File: config.mk
export PLATFORM = sky130hd
export DESIGN_NAME = turn_shot_ctrl
export DESIGN_NICKNAME = d
export VERILOG_FILES = /design/src/rtl/turn_shot_ctrl.sv
export SDC_FILE = /design/constraint.sdc
export NUM_CORES = 1
export LEC_CHECK = 0
export CAP_MARGIN = 20
export CORE_ASPECT_RATIO = 1.4
export CORE_MARGIN = 3
export CORE_UTILIZATION = 63
export DETAILED_ROUTE_END_ITERATION = 8
export HOLD_SLACK_MARGIN = 0.08
export PLACE_DENSITY = 0.92
export SLEW_MARGIN = 40
export SYNTH_ARGS = -nofsm -noshare
export SYNTH_HDL_FRONTEND = slang
export SYNTH_SLANG_ARGS = --single-unit
export TNS_END_PERCENT = 30
File: constraint.sdc
create_clock -name clk -period 11.6 [get_ports clk]
set_input_delay 2.32 -clock clk [delete_from_list [all_inputs] [get_ports clk]]
set_output_delay 2.32 -clock clk [all_outputs]
set_load 0.005 [all_outputs]
File: src/rtl/turn_shot_ctrl.sv
// Battleship turn controller: alternates players on the shared shot bus, rejects
// illegal or repeated shots, forfeits idle turns and declares the winner.
// Optional feature macro: EXTRA_TURN_ON_HIT_EN (a non-final hit grants another shot).
module turn_shot_ctrl #(
    parameter int NUM_SHIPS    = 5,
    parameter int BOARD_CELLS  = 25,
    parameter int TURN_TIMEOUT = 1000
) (
    input  logic                 clk,
    input  logic                 rst,
    input  logic                 start,
    input  logic                 p1_fire,
    input  logic [4:0]           p1_cell,
    input  logic                 p2_fire,
    input  logic [4:0]           p2_cell,
    output logic                 shot_valid,
    output logic [4:0]           shot_cell,
    output logic                 shot_board,
    input  logic                 res_valid,
    input  logic                 res_hit,
    input  logic [NUM_SHIPS-1:0] alive1,
    input  logic [NUM_SHIPS-1:0] alive2,
    output logic                 turn,
    output logic                 fire_ack,
    output logic                 fire_err,
    output logic                 last_hit,
    output logic                 timeout,
    output logic                 game_over,
    output logic [1:0]           winner
);

    localparam int CNT_W = (TURN_TIMEOUT > 1) ? $clog2(TURN_TIMEOUT) : 1;
    localparam logic [CNT_W-1:0] CNT_LAST = CNT_W'(TURN_TIMEOUT - 1);
    localparam logic [4:0] CELL_MAX = 5'(BOARD_CELLS);

    localparam logic [1:0] ST_IDLE = 2'd0;
    localparam logic [1:0] ST_TURN = 2'd1;
    localparam logic [1:0] ST_WAIT = 2'd2;
    localparam logic [1:0] ST_OVER = 2'd3;

    logic [1:0]             state_r;
    logic [CNT_W-1:0]       cnt_r;
    logic [BOARD_CELLS-1:0] hist1_r;
    logic [BOARD_CELLS-1:0] hist2_r;

    logic                   sel_fire_s;
    logic [4:0]             sel_cell_s;
    logic [BOARD_CELLS-1:0] shooter_hist_s;
    logic [BOARD_CELLS-1:0] cell_onehot_s;
    logic                   accept_s;
    logic                   reject_s;
    logic                   expire_s;
    logic [NUM_SHIPS-1:0]   defender_s;
    logic                   defender_sunk_s;
    logic                   keep_turn_s;

    function automatic logic cell_in_range(input logic [4:0] c);
        return (c != 5'd0) && (c <= CELL_MAX);
    endfunction

    // Shot decode for the current shooter plus timeout and defender status.
    always_comb begin
        sel_fire_s     = turn ? p2_fire : p1_fire;
        sel_cell_s     = turn ? p2_cell : p1_cell;
        shooter_hist_s = turn ? hist2_r : hist1_r;
        defender_s     = turn ? alive1  : alive2;
        if (cell_in_range(sel_cell_s)) begin
            cell_onehot_s = {{(BOARD_CELLS-1){1'b0}}, 1'b1} << (sel_cell_s - 5'd1);
        end else begin
            cell_onehot_s = {BOARD_CELLS{1'b0}};
        end
        accept_s = (state_r == ST_TURN) && sel_fire_s && cell_in_range(sel_cell_s) &&
                   ((shooter_hist_s & cell_onehot_s) == {BOARD_CELLS{1'b0}});
        reject_s = (state_r == ST_TURN) && sel_fire_s && !accept_s;
        // An accepted shot in the expiry cycle pre-empts the forfeit.
        expire_s = (state_r == ST_TURN) && !accept_s && (cnt_r == CNT_LAST);
        defender_sunk_s = (defender_s == {NUM_SHIPS{1'b0}});
`ifdef EXTRA_TURN_ON_HIT_EN
        keep_turn_s = res_hit;
`else
        keep_turn_s = 1'b0;
`endif
    end

    // Turn FSM with registered outputs, shot histories and idle counter.
    always_ff @(posedge clk or negedge rst) begin
        if (!rst) begin
            state_r    <= ST_IDLE;
            cnt_r      <= {CNT_W{1'b0}};
            hist1_r    <= {BOARD_CELLS{1'b0}};
            hist2_r    <= {BOARD_CELLS{1'b0}};
            shot_valid <= 1'b0;
            shot_cell  <= 5'd0;
            shot_board <= 1'b0;
            turn       <= 1'b0;
            fire_ack   <= 1'b0;
            fire_err   <= 1'b0;
            last_hit   <= 1'b0;
            timeout    <= 1'b0;
            game_over  <= 1'b0;
            winner     <= 2'b00;
        end else begin
            fire_ack <= 1'b0;
            fire_err <= 1'b0;
            timeout  <= 1'b0;
            case (state_r)
                ST_IDLE: begin
                    if (start) begin
                        state_r <= ST_TURN;
                        turn    <= 1'b0;
                        cnt_r   <= {CNT_W{1'b0}};
                        hist1_r <= {BOARD_CELLS{1'b0}};
                        hist2_r <= {BOARD_CELLS{1'b0}};
                    end
                end
                ST_TURN: begin
                    if (accept_s) begin
                        state_r    <= ST_WAIT;
                        fire_ack   <= 1'b1;
                        shot_valid <= 1'b1;
                        shot_cell  <= sel_cell_s;
                        shot_board <= turn;
                        cnt_r      <= {CNT_W{1'b0}};
                        if (turn) begin
                            hist2_r <= hist2_r | cell_onehot_s;
                        end else begin
                            hist1_r <= hist1_r | cell_onehot_s;
                        end
                    end else begin
                        fire_err <= reject_s;
                        if (expire_s) begin
                            timeout <= 1'b1;
                            turn    <= ~turn;
                            cnt_r   <= {CNT_W{1'b0}};
                        end else begin
                            cnt_r <= cnt_r + CNT_W'(1);
                        end
                    end
                end
                ST_WAIT: begin
                    if (res_valid) begin
                        shot_valid <= 1'b0;
                        last_hit   <= res_hit;
                        if (defender_sunk_s) begin
                            state_r   <= ST_OVER;
                            game_over <= 1'b1;
                            winner    <= turn ? 2'b10 : 2'b01;
                        end else begin
                            state_r <= ST_TURN;
                            cnt_r   <= {CNT_W{1'b0}};
                            if (!keep_turn_s) begin
                                turn <= ~turn;
                            end
                        end
                    end
                end
                ST_OVER: begin
                    if (start) begin
                        state_r   <= ST_TURN;
                        turn      <= 1'b0;
                        cnt_r     <= {CNT_W{1'b0}};
                        hist1_r   <= {BOARD_CELLS{1'b0}};
                        hist2_r   <= {BOARD_CELLS{1'b0}};
                        game_over <= 1'b0;
                        winner    <= 2'b00;
                        last_hit  <= 1'b0;
                    end
                end
                default: begin
                    state_r <= ST_IDLE;
                end
            endcase
        end
    end

endmodule

**Yosys cells after proc, flatten, opt, wreduce, memory -nomap -nowiden**

Cells that the tools add are included.

- Register bits: 77
- Output and inout bits: 15

- Add/subtract/negate cells: 2
- Magnitude comparators: 1
- Eq/ne operators: 14
- Shift-type cells: 1
- Muxes and demuxes: 49
- Bitwise logic cells: 4
- Reductions and logical operators: 25

Operators by type and width:

| cell | number |
|---|---|
| 25-bit 2-to-1 mux | 7 |
| 25-bit case mux with 2 select lines | 2 |
| 10-bit 2-to-1 mux | 5 |
| 25-bit bitwise OR | 2 |
| 10-bit case mux with 3 select lines | 1 |
| 25-bit bitwise AND | 1 |
| 25-bit zero test | 1 |
| 1-bit by 5-bit << shifter with 25-bit output (first input constant) | 1 |
| 1-bit 2-to-1 mux | 18 |
| 2-bit != test (second input constant) | 9 |
| 2-bit 2-to-1 mux | 8 |
| 3-bit AND reduction | 4 |
| 4-bit AND reduction | 3 |
| 10-bit by 1-bit adder with 10-bit output (second input constant) | 1 |
| 10-bit equality test (second input constant) | 1 |
| 5-bit 2-to-1 mux | 2 |
| 1-bit logical AND | 7 |
| 1-bit case mux with 2 select lines | 3 |
| 2-bit case mux with 3 select lines | 1 |
| 2-bit nonzero test | 3 |
| 5-bit less-or-equal comparator (second input constant) | 1 |
| 5-bit zero test | 1 |
| 5-bit AND reduction | 1 |
| 5-bit nonzero test | 1 |
| other kinds (11) | 12 |

**Longest topological paths before layout**

Gate-level depths: netlist of run 1.

- Word-level depth: 13
- Depth in mapped cells: 19
- Depth with buffers taken out: 12

**Worst setup path before layout of run 1**

OpenSTA, ideal clock, no wires.

- Path type: input to register
- From: input port p2_cell[1]
- To: register hist2_r[7]
- Arrival time: 5.292 ns
- Required time: 11.478 ns
- Setup slack: 6.185 ns
- Cell stages on the path: 13
- Cells stage by stage: buf_2 mux2_2 nor2_1 ha_1 clkbuf_1 a21boi_0 nor4b_1 a311o_1 or4_4 buf_6 o41ai_4 buf_4 a21oi_1

- Longest elaborated chain between the ends: 9
- Elaborated cells between the ends (all ways): 17
- Those cells by class: 1 x add/sub; 1 x order compare; 1 x eq/ne; 1 x shift; 5 x mux; 2 x bitwise; 6 x reduce/logical

Ends and longest elaborated chain:

| item | RTL line | RTL |
|---|---|---|
| from (decl) | 15 | `input logic [4:0] p2_cell,` |
| 5-bit 2-to-1 mux * | 64 | `sel_cell_s = turn ? p2_cell : p1_cell;` |
| 5-bit by 1-bit subtractor with 5-bit output, or another cell as far along | 68 | `cell_onehot_s = {{(BOARD_CELLS-1){1'b0}}, 1'b1} << (sel_cell_s - 5'd1);` |
| 1-bit by 5-bit << shifter with 25-bit output / 1-bit logical AND (equally long branches) | 68, 58 |  |
| 25-bit 2-to-1 mux | 67 | `if (cell_in_range(sel_cell_s)) begin` |
| 25-bit bitwise AND | 73 | `((shooter_hist_s & cell_onehot_s) == {BOARD_CELLS{1'b0}});` |
| 25-bit zero test | 73 |  |
| 1-bit logical AND | 72 | `accept_s = (state_r == ST_TURN) && sel_fire_s && cell_in_range(sel_cell_s) &&` |
| 2-bit != test (no line) | - |  |
| 4-bit AND reduction (no line) | - |  |
| to (signal assigned) | 91 | `hist2_r <= {BOARD_CELLS{1'b0}};` |
| to (signal assigned) | 113 | `hist2_r <= {BOARD_CELLS{1'b0}};` |
| to (signal assigned) | 125 | `hist2_r <= hist2_r \| cell_onehot_s;` |
| to (decl) | 44 | `logic [BOARD_CELLS-1:0] hist2_r;` |

Mark *: on every way between the ends. The rest lies on a longest branch, timed or not. The select of a mux whose other input is x is not followed.
A chain may end at the register's enable or synchronous reset.

**Worst setup path after layout of run 1**

- From: input port p1_cell[1]
- To: register hist2_r[19]

- Longest elaborated chain between the ends: 9
- Elaborated cells between the ends (all ways): 17
- Those cells by class: 1 x add/sub; 1 x order compare; 1 x eq/ne; 1 x shift; 5 x mux; 2 x bitwise; 6 x reduce/logical

Ends and longest elaborated chain:

| item | RTL line | RTL |
|---|---|---|
| from (decl) | 13 | `input logic [4:0] p1_cell,` |
| 5-bit 2-to-1 mux * | 64 |  |
| 5-bit by 1-bit subtractor with 5-bit output, or another cell as far along | 68 |  |
| 1-bit by 5-bit << shifter with 25-bit output / 1-bit logical AND (equally long branches) | 68, 58 |  |
| 25-bit 2-to-1 mux | 67 |  |
| 25-bit bitwise AND | 73 |  |
| 25-bit zero test | 73 |  |
| 1-bit logical AND | 72 |  |
| 2-bit != test (no line) | - |  |
| 4-bit AND reduction (no line) | - |  |

Marked as above.

==> results of run 1 <==
logic make-up after synthesis:
kind of cell / share of synthesized area (%)
buffers and inverters: 7.21
DFF: 38.7
muxes: 6.76
and+or+nand+nor: 28.0
adders and majority gates: 1.51
AOI/OAI and AO/OA: 16.2
xor gates and xnor gates: 1.58
report_power, final:
group	total (mW)	internal [mW]	switching, mW
Sequential	0.446	0.373	0.0722
Clock	0.225	0.121	0.103
Combinational	0.704	0.250	0.454
Total	1.37	0.745	0.629
Yosys cell counts (3+ instances only):
| master | n | share of area [%] |
|---|---|---|
| or3_1 | 3 | 0.38 |
| inv_1 | 28 | 2.1 |
| nor2_1 | 85 | 6.4 |
| xnor2_1 | 7 | 1.2 |
| o31ai_1 | 4 | 0.60 |
| nand3b_1 | 6 | 0.90 |
| buf_6 | 5 | 1.1 |
| nand3_1 | 15 | 1.5 |
| ha_1 | 6 | 1.5 |
| nand2_1 | 35 | 2.6 |
| nand4_1 | 40 | 5.0 |
| buf_4 | 10 | 1.5 |
| nor4_1 | 6 | 0.75 |
| a31oi_1 | 4 | 0.50 |
| nand2b_1 | 3 | 0.38 |
| o21ai_0 | 19 | 1.9 |
| or3b_2 | 3 | 0.53 |
| nand4b_1 | 3 | 0.53 |
| mux2i_1 | 19 | 3.8 |
| nor4b_1 | 3 | 0.53 |
| a311o_1 | 3 | 0.60 |
| or4_1 | 17 | 2.6 |
| a21boi_0 | 3 | 0.45 |
| nor3_1 | 16 | 1.6 |
| dfrtp_1 | 77 | 39 |
| a21oi_1 | 71 | 7.1 |
| o22ai_1 | 7 | 0.88 |
| clkbuf_1 | 26 | 2.0 |
| and3_1 | 4 | 0.50 |
| mux2_2 | 11 | 2.5 |
| buf_2 | 5 | 0.50 |
cell type report:
class                           count  area [um^2]  share of cell area (%)
Inverter                           28          105                    1.89
Tap cell                           97          121                    2.18
Timing Repair Buffer               49          472                    8.48
Sequential cell                    77         1930                    34.7
Clock buffer                       10          128                    2.29
Multi-Input combinational cell    436         2720                    49.0
Clock inverter                      5         85.1                    1.53
worst max path at each step:
stage	start	endpoint	slack, ps	cells past startpoint
after floorplan	p2_cell[1]	hist2_r[7]$_DFFE_PN0P_	6190	13
after global placement	p1_cell[1]	hist2_r[16]$_DFFE_PN0P_	5040	11
after detailed placement	p1_cell[1]	hist2_r[14]$_DFFE_PN0P_	4910	11
after CTS	p1_cell[1]	hist1_r[16]$_DFFE_PN0P_	5270	11
after global routing	p1_cell[1]	hist2_r[19]$_DFFE_PN0P_	4990	11
final	p1_cell[1]	hist2_r[19]$_DFFE_PN0P_	5180	11
sequential cells by signal, summed over array words and instances, names as in the netlist:
| register | count |
|---|---|
| timeout | 1 |
| fire_ack | 1 |
| hist2_r | 25 |
| shot_cell | 5 |
| turn | 1 |
| fire_err | 1 |
| cnt_r | 10 |
| shot_board | 1 |
| hist1_r | 25 |
| state_r | 2 |
| game_over | 1 |
| last_hit | 1 |
| shot_valid | 1 |
| winner | 2 |
cells in the final DEF (no fill, tap or decap), drive strengths merged, types with 3 or more instances in the layout:
master / count
o22ai: 7
mux2: 11
xnor2: 7
o21ai: 20
mux2i: 20
nor4: 7
or3: 3
buf: 9
and2: 3
nand4: 40
inv: 29
o31ai: 4
nor3: 17
a31oi: 4
a311o: 3
a21boi: 3
or4: 18
dfrtp: 77
clkbuf: 10
nand2b: 3
ha: 6
nand2: 35
clkdlybuf4s50: 40
o311ai: 3
or2: 3
nand4b: 3
nand3b: 6
a21oi: 71
or3b: 3
and3: 5
nor4b: 4
nor2: 86
nand3: 15
worst max-delay path, stage by stage:
cell and delay, ps:
clkdlybuf4s50_1 780, mux2_2 290, nor2_1 70, ha_1 650, o311ai_0 250, o2111a_1 200, a311o_1 310, or4_4 700
o41ai_4 640, buf_4 360, a21oi_1 80
layer usage:
| metal | up-vias | track usage [%] | share of wire (%) | wire length, um |
|---|---|---|---|---|
| met2 | 318 | 50.6 | 49 | 6960 |
| li1 | 2156 | - | - | - |
| met5 | - | 0 | 0 | 0 |
| met3 | 83 | 7.56 | 8.4 | 1200 |
| met1 | 2277 | 40.8 | 36 | 5190 |
| met4 | 0 | 21.4 | 6.4 | 908 |
stage by stage:
stage	hold slack (ps)	setup WS, ps	total power [mW]	instance area [um^2]
2_1_floorplan	473	6190	0.930	4980
3_3_place_gp	464	5040	1.10	5340
3_5_place_dp	473	4910	1.13	5350
4_1_cts	490	5270	1.35	5560
5_1_grt	518	4990	1.45	5560
6_report	487	5180	1.37	5560
==> out/metrics.cfg, run 1 <==
[sta]
rsz0062_at_grt=false
fin_skew_ps=13.5
period_needed_ps=6420
tightest_slew_ps=827
finalSetupViolations=0
relSlewSlack_pct=44.9
fin_tns_setup_ps=0
timing.final.crit_share_pct=55.3
finalMaxSlewViolations=0
max_freq_mhz=156
timing.final.hold_violations=0

[final_layout]
drive_above_1_share_pct=8.93
fin_util_pct=74.2
antenna_cells=0
area_delta_synth_final_pct=11.7
layout.cells.non_filler=702
num-fill-cells=546
fin_nets=634

[power_and_ir_drop]
ir_drop_mv=0.251
p_leak_nw=2.28
p_per_area_nw_per_um2=247

[yosys]
ys.flop_type=dfrtp_1
synth_fp_nets=620
syn_area_um2=4980
synthCells=587
avgSynthCellArea_um2=8.48
ys_types=65
ys_ff_latch=77
yosysWarningCount=0
synthArstFlopShare_pct=100
synth-edff-count=0
synth_seq_area_share_pct=38.7

[drt]
drt_iter0_drc=713
drc=0
num_vias=4834
wl_per_cell_um=20.3
vias_per_cell=6.89
ant_nets=0
routed_wl_um=14300
firstDrtPassIters=7

[die]
start_util_pct=66.4
dieArea_um2=9020
die_w_um=81.1
fp.dieH_um=111
num_io_pins=42
core_area_um2=7500
row_count=37

[min_path]
holdCritPathClass=reg2reg
whs_endpoint=game_over$_DFFE_PN0P_
hold_depth=2
hp-start=game_over$_DFFE_PN0P_

[setup_path]
worstSetupEndpointType=flip-flop
r2r_slack_ps=6910
reg2regPathDepth=9
cp.arrival_ps=6660
cp-start-kind=input port
critPathKind=in2reg
timing.rr.start=turn$_DFFE_PN0P_
regToRegEndpoint=hist2_r[19]$_DFFE_PN0P_
crit_fanout=28
crit_required_ps=11840

[grt]
grt_antenna_before_repair=0
grt_pass1_wl_um=23000
grt_pass1_vias=4727
grt_max_degree=78
grt_usage_pct=33.0
overflow=0

[placement]
place_hpwl_um=9550
place.gp.congestion=0.973
io_buffers=41
placed_cells=687

[clocking]
clock_latency_ps=370
clk_path_buf_depth=2
path_clk_slew_ps=70
cts_tree=yes
cts-root-buf=clkbuf_8
cts_setup_buffers=0
htreeDepth=3
clkSinkCount=77
hold_buffers=0
numCtsBuffers=9
cts.repair.resized=0

[job]
maxCapViolations=0

[run_status]
outcome=completed

Power figures use the tool's default switching activity.
==> inputs of run 2 (changes only) <==
- CORE_UTILIZATION: 63 -> 53
- PLACE_DENSITY: 0.92 -> 0.83
- clock period: 11.6 -> 5.8 ns (I/O delays scaled with it)
==> run 2 against run 1 <==
Against the previous run:
- clock power rose by 140%
- register-to-register slack got worse by 5300 ps
- largest cell class unchanged
- critical endpoint is now state_r[1]$_DFFE_PN0P_
- hold slack improved by 5.3 ps
- critical path depth rose by 2
==> out/metrics.cfg, run 2 (synthesis gave the netlist of run 1 again) <==
[setup_path]
crit_fanout=19
cp-startpoint=p2_cell[0]
worstSetupEndpointType=flip-flop
cp.arrival_ps=5080
crit_required_ps=6010
critPathKind=in2reg
cp-start-kind=input port
timing.rr.start=turn$_DFFE_PN0P_

[min_path]
holdCritPathClass=reg2reg
hp-start=game_over$_DFFE_PN0P_

[drt]
firstDrtPassIters=5
vias_per_cell=6.53
drt_iter0_drc=566
wl_per_cell_um=19.8
ant_nets=0
num_vias=4705
drc=0
routed_wl_um=14200

[placement]
place.gp.congestion=1.00
place_hpwl_um=9710
io_buffers=41

[final_layout]
top_regs=hist1_r: 25 flops, hist2_r: 25 flops, cnt_r: 10 flops
num-fill-cells=752
antenna_cells=0
area_delta_synth_final_pct=14.4
drive_above_1_share_pct=9.79
multi_input_area_um2=2720
mostFrequentLayoutCell=nor2_1
fin_nets=641
register_area_um2=1930
final_cell_mix=nor2_1, dfrtp_1, a21oi_1

[grt]
grt_pass1_vias=4771
grt_usage_pct=28.1
grt_pass1_wl_um=23100
grt_antenna_before_repair=0
overflow=0
grt_max_degree=78

[die]
fp.dieH_um=121
core_area_um2=9080
dieArea_um2=10600
start_util_pct=54.8
row_count=41
num_io_pins=42
die_w_um=87.9

[sta]
relSlewSlack_pct=45.3
timing.final.hold_violations=0
finalSetupViolations=0
finalMaxSlewViolations=0
max_freq_mhz=205
tightest_slew_ps=821
fin_skew_ps=8.51
timing.final.crit_share_pct=84.0
rsz0062_at_grt=false
period_needed_ps=4870
fin_tns_setup_ps=0

[clocking]
cts-root-buf=clkbuf_16
cts_setup_buffers=0
path_clk_slew_ps=60
cts.repair.resized=0
htreeDepth=3
clk_path_buf_depth=2
clock_latency_ps=350
numCtsBuffers=9
clkSinkCount=77
cts_tree=yes
hold_buffers=0

[run_status]
outcome=completed

[power_and_ir_drop]
total_power_mw=2.84
p_leak_nw=2.35
p_per_area_nw_per_um2=499
ir_drop_mv=0.358

[job]
maxCapViolations=0

run 2: cell count changes in the layout (fill, tap and decap cells not counted), moves of 2 or more:
cell	before	now
buf_4	8	15
clkinv_2	0	2
clkbuf_16	0	9
clkbuf_8	9	2
bufinv_16	2	0
run 2: stage by stage:
| step | worst slack (ps) | std cells | hold WS, ps | cell area (um^2) | utilization, % |
|---|---|---|---|---|---|
| after floorplan | 1550 | 587 | 473 | 4980 | - |
| after global placement | 820 | 704 | 465 | 5410 | 59.5 |
| after detailed placement | 700 | 704 | 479 | 5410 | 59.6 |
| after CTS | 1010 | 720 | 492 | 5700 | 62.7 |
| after global routing | 651 | 720 | 528 | 5700 | 62.7 |
| final | 928 | 720 | 492 | 5700 | 62.7 |
run 2: cell type report:
cell class | count | area share (%)
Clock buffer | 11 | 4.44
Clock inverter | 5 | 0.593
Inverter | 28 | 1.85
Multi-Input combinational cell | 436 | 47.7
Sequential cell | 77 | 33.9
Tap cell | 107 | 2.35
Timing Repair Buffer | 56 | 9.20
run 2: final timing paths:
check | to | slack, ps | cells past startpoint
max in group asynchronous | turn$_DFFE_PN0P_ | 4430 | 1
worst min-delay path | game_over$_DFFE_PN0P_ | 490 | 2
worst min register to register | game_over$_DFFE_PN0P_ | 490 | 2
worst max-delay path | state_r[1]$_DFFE_PN0P_ | 930 | 13
min in group asynchronous | hist1_r[23]$_DFFE_PN0P_ | 840 | 1
worst max register to register | state_r[1]$_DFFE_PN0P_ | 1650 | 11
run 2: worst max-delay path, cell delays in order:
cell             delay, ps
clkdlybuf4s50_1        560
nand2_1                160
nand2_1                180
nor2_1                  80
ha_1                   640
o311ai_0               250
o2111a_1               200
a311o_1                300
nor4_2                 700
buf_4                  300
nand2_1                210
inv_1                  190
o221ai_1               140
run 2: power by group:
part | internal (mW) | switching, mW | total, mW
clock network | 0.313 | 0.228 | 0.540
registers | 0.748 | 0.141 | 0.889
logic | 0.517 | 0.895 | 1.41
run 2: routing by layer:
metal  track usage (%)  share of wire [%]  routed length (um)
met3              4.02                6.3                 899
met4              16.4                3.9                 554
met5                 0                  0                   0
met1              33.6                 38                5470
met2              47.1                 51                7310
==> inputs of run 3 (changes only) <==
- CORE_UTILIZATION: 53 -> 59
- PLACE_DENSITY: 0.83 -> 0.87
- clock period: 5.8 -> 4.8 ns (I/O delays scaled with it)
==> run 3 against run 2 <==
Against the previous run:
- clock power increased by 27%
- final area up 2.5%
- via count grew 5.7%
- critical path type unchanged
- largest power group unchanged
==> out/metrics.cfg, run 3 (synthesis gave the netlist of run 1 again) <==
[final_layout]
register_area_um2=1930
fin_nets=656
multi_input_area_um2=2720
area_delta_synth_final_pct=17.3
layout.cells.non_filler=729
drive_above_1_share_pct=11.8
antenna_cells=0
final_cell_mix=nor2_1, dfrtp_1, a21oi_1
fin_util_pct=71.2
top_regs=hist1_r: 25 flops, hist2_r: 25 flops, cnt_r: 10 flops
num-fill-cells=627
mostFrequentLayoutCell=nor2_1

[setup_path]
cp-start-kind=input port
critPathKind=in2reg
timing.rr.start=turn$_DFFE_PN0P_
worstSetupEndpointType=flip-flop
regToRegEndpoint=hist1_r[7]$_DFFE_PN0P_
reg2regPathDepth=11
r2r_slack_ps=760
cp.arrival_ps=4720
crit_fanout=28
crit_required_ps=5020

[sta]
rsz0062_at_grt=false
timing.final.crit_share_pct=93.8
finalSetupViolations=0
timing.final.hold_violations=0
period_needed_ps=4500
fin_skew_ps=4.52
tightest_slew_ps=730
finalMaxSlewViolations=0
max_freq_mhz=222
fin_tns_setup_ps=0
relSlewSlack_pct=49.9

[drt]
wl_per_cell_um=20.5
drc=0
vias_per_cell=6.82
ant_nets=0
num_vias=4972
drt_iter0_drc=591
routed_wl_um=14900
firstDrtPassIters=6

[grt]
grt_antenna_before_repair=0
grt_pass1_wl_um=24700
overflow=0
grt_usage_pct=32.5
grt_max_degree=78
grt_pass1_vias=4904

[die]
num_io_pins=42
dieArea_um2=9590
fp.dieH_um=115
die_w_um=83.6
row_count=39
start_util_pct=60.7
core_area_um2=8200

[clocking]
hold_buffers=0
cts-root-buf=clkbuf_16
path_clk_slew_ps=50
htreeDepth=3
numCtsBuffers=9
cts_setup_buffers=0
clkSinkCount=77
cts_tree=yes
clk_path_buf_depth=2
cts.repair.resized=0
clock_latency_ps=340

[run_status]
outcome=completed

[placement]
io_buffers=41
place.gp.congestion=1.03
place_hpwl_um=10300
placed_cells=714

[power_and_ir_drop]
power.share.sequential_pct=30.4
p_clk_share_pct=19.2
p_per_area_nw_per_um2=614
swShare_pct=43.8
p_leak_nw=2.44
p_switching_mw=1.57
total_power_mw=3.59
ir_drop_mv=0.650
internal_power_mw=2.02
p_comb_share_pct=50.4

[job]
maxCapViolations=0

[min_path]
hold_depth=2
holdCritPathClass=reg2reg
whs_endpoint=winner[0]$_DFFE_PN0P_
hp-start=winner[0]$_DFFE_PN0P_

run 3: how the worst max path moves through the flow:
stage / end / slack, ps / from / cells past startpoint
after floorplan: hist2_r[7]$_DFFE_PN0P_ / 750 / p2_cell[1] / 13
after global placement: hist1_r[4]$_DFFE_PN0P_ / 190 / p2_cell[0] / 12
after detailed placement: hist1_r[4]$_DFFE_PN0P_ / 50 / p2_cell[0] / 12
after CTS: hist1_r[7]$_DFFE_PN0P_ / 360 / p2_cell[0] / 12
after global routing: hist1_r[4]$_DFFE_PN0P_ / 160 / p2_cell[0] / 12
final: hist1_r[7]$_DFFE_PN0P_ / 300 / p2_cell[0] / 12
run 3: layout make-up:
cell class	count	area share, %
Inverter	28	1.80
Timing Repair Buffer	71	11.3
Tap cell	102	2.19
Clock buffer	11	4.33
Clock inverter	4	0.814
Multi-Input combinational cell	436	46.5
Sequential cell	77	33.0
run 3: critical path: stages:
cell and delay [ps]:
clkdlybuf4s50_1 590, nand2_1 170, nand2_1 180, nor2_1 80, ha_1 530, o311ai_0 280
o2111a_1 210, a311o_1 300, or4_4 700, o41ai_4 420, buf_12 220, a21oi_1 60
run 3: metal layers:
metal | part of all wire [%] | track usage (%)
met1 | 37 | 38.2
met2 | 50 | 55.1
met3 | 8.2 | 6.77
met4 | 5.2 | 18.6
met5 | 0 | 0
run 3: metrics by stage:
stage,hold slack [ps],worst slack [ps],cell area [um^2]
2_1_floorplan,473,745,4980
3_3_place_gp,461,186,5540
3_5_place_dp,474,45.4,5540
4_1_cts,487,355,5840
5_1_grt,532,157,5840
6_report,486,298,5840
run 3: power by group through the flow:
stage               Combinational, mW  Sequential (mW)  Clock (mW)
floorplan                        1.22             1.02           0
global placement                 1.69             1.08           0
detailed placement               1.75             1.09           0
CTS                              1.77             1.09       0.698
global route                     1.94             1.12       0.724
finish                           1.81             1.09       0.688
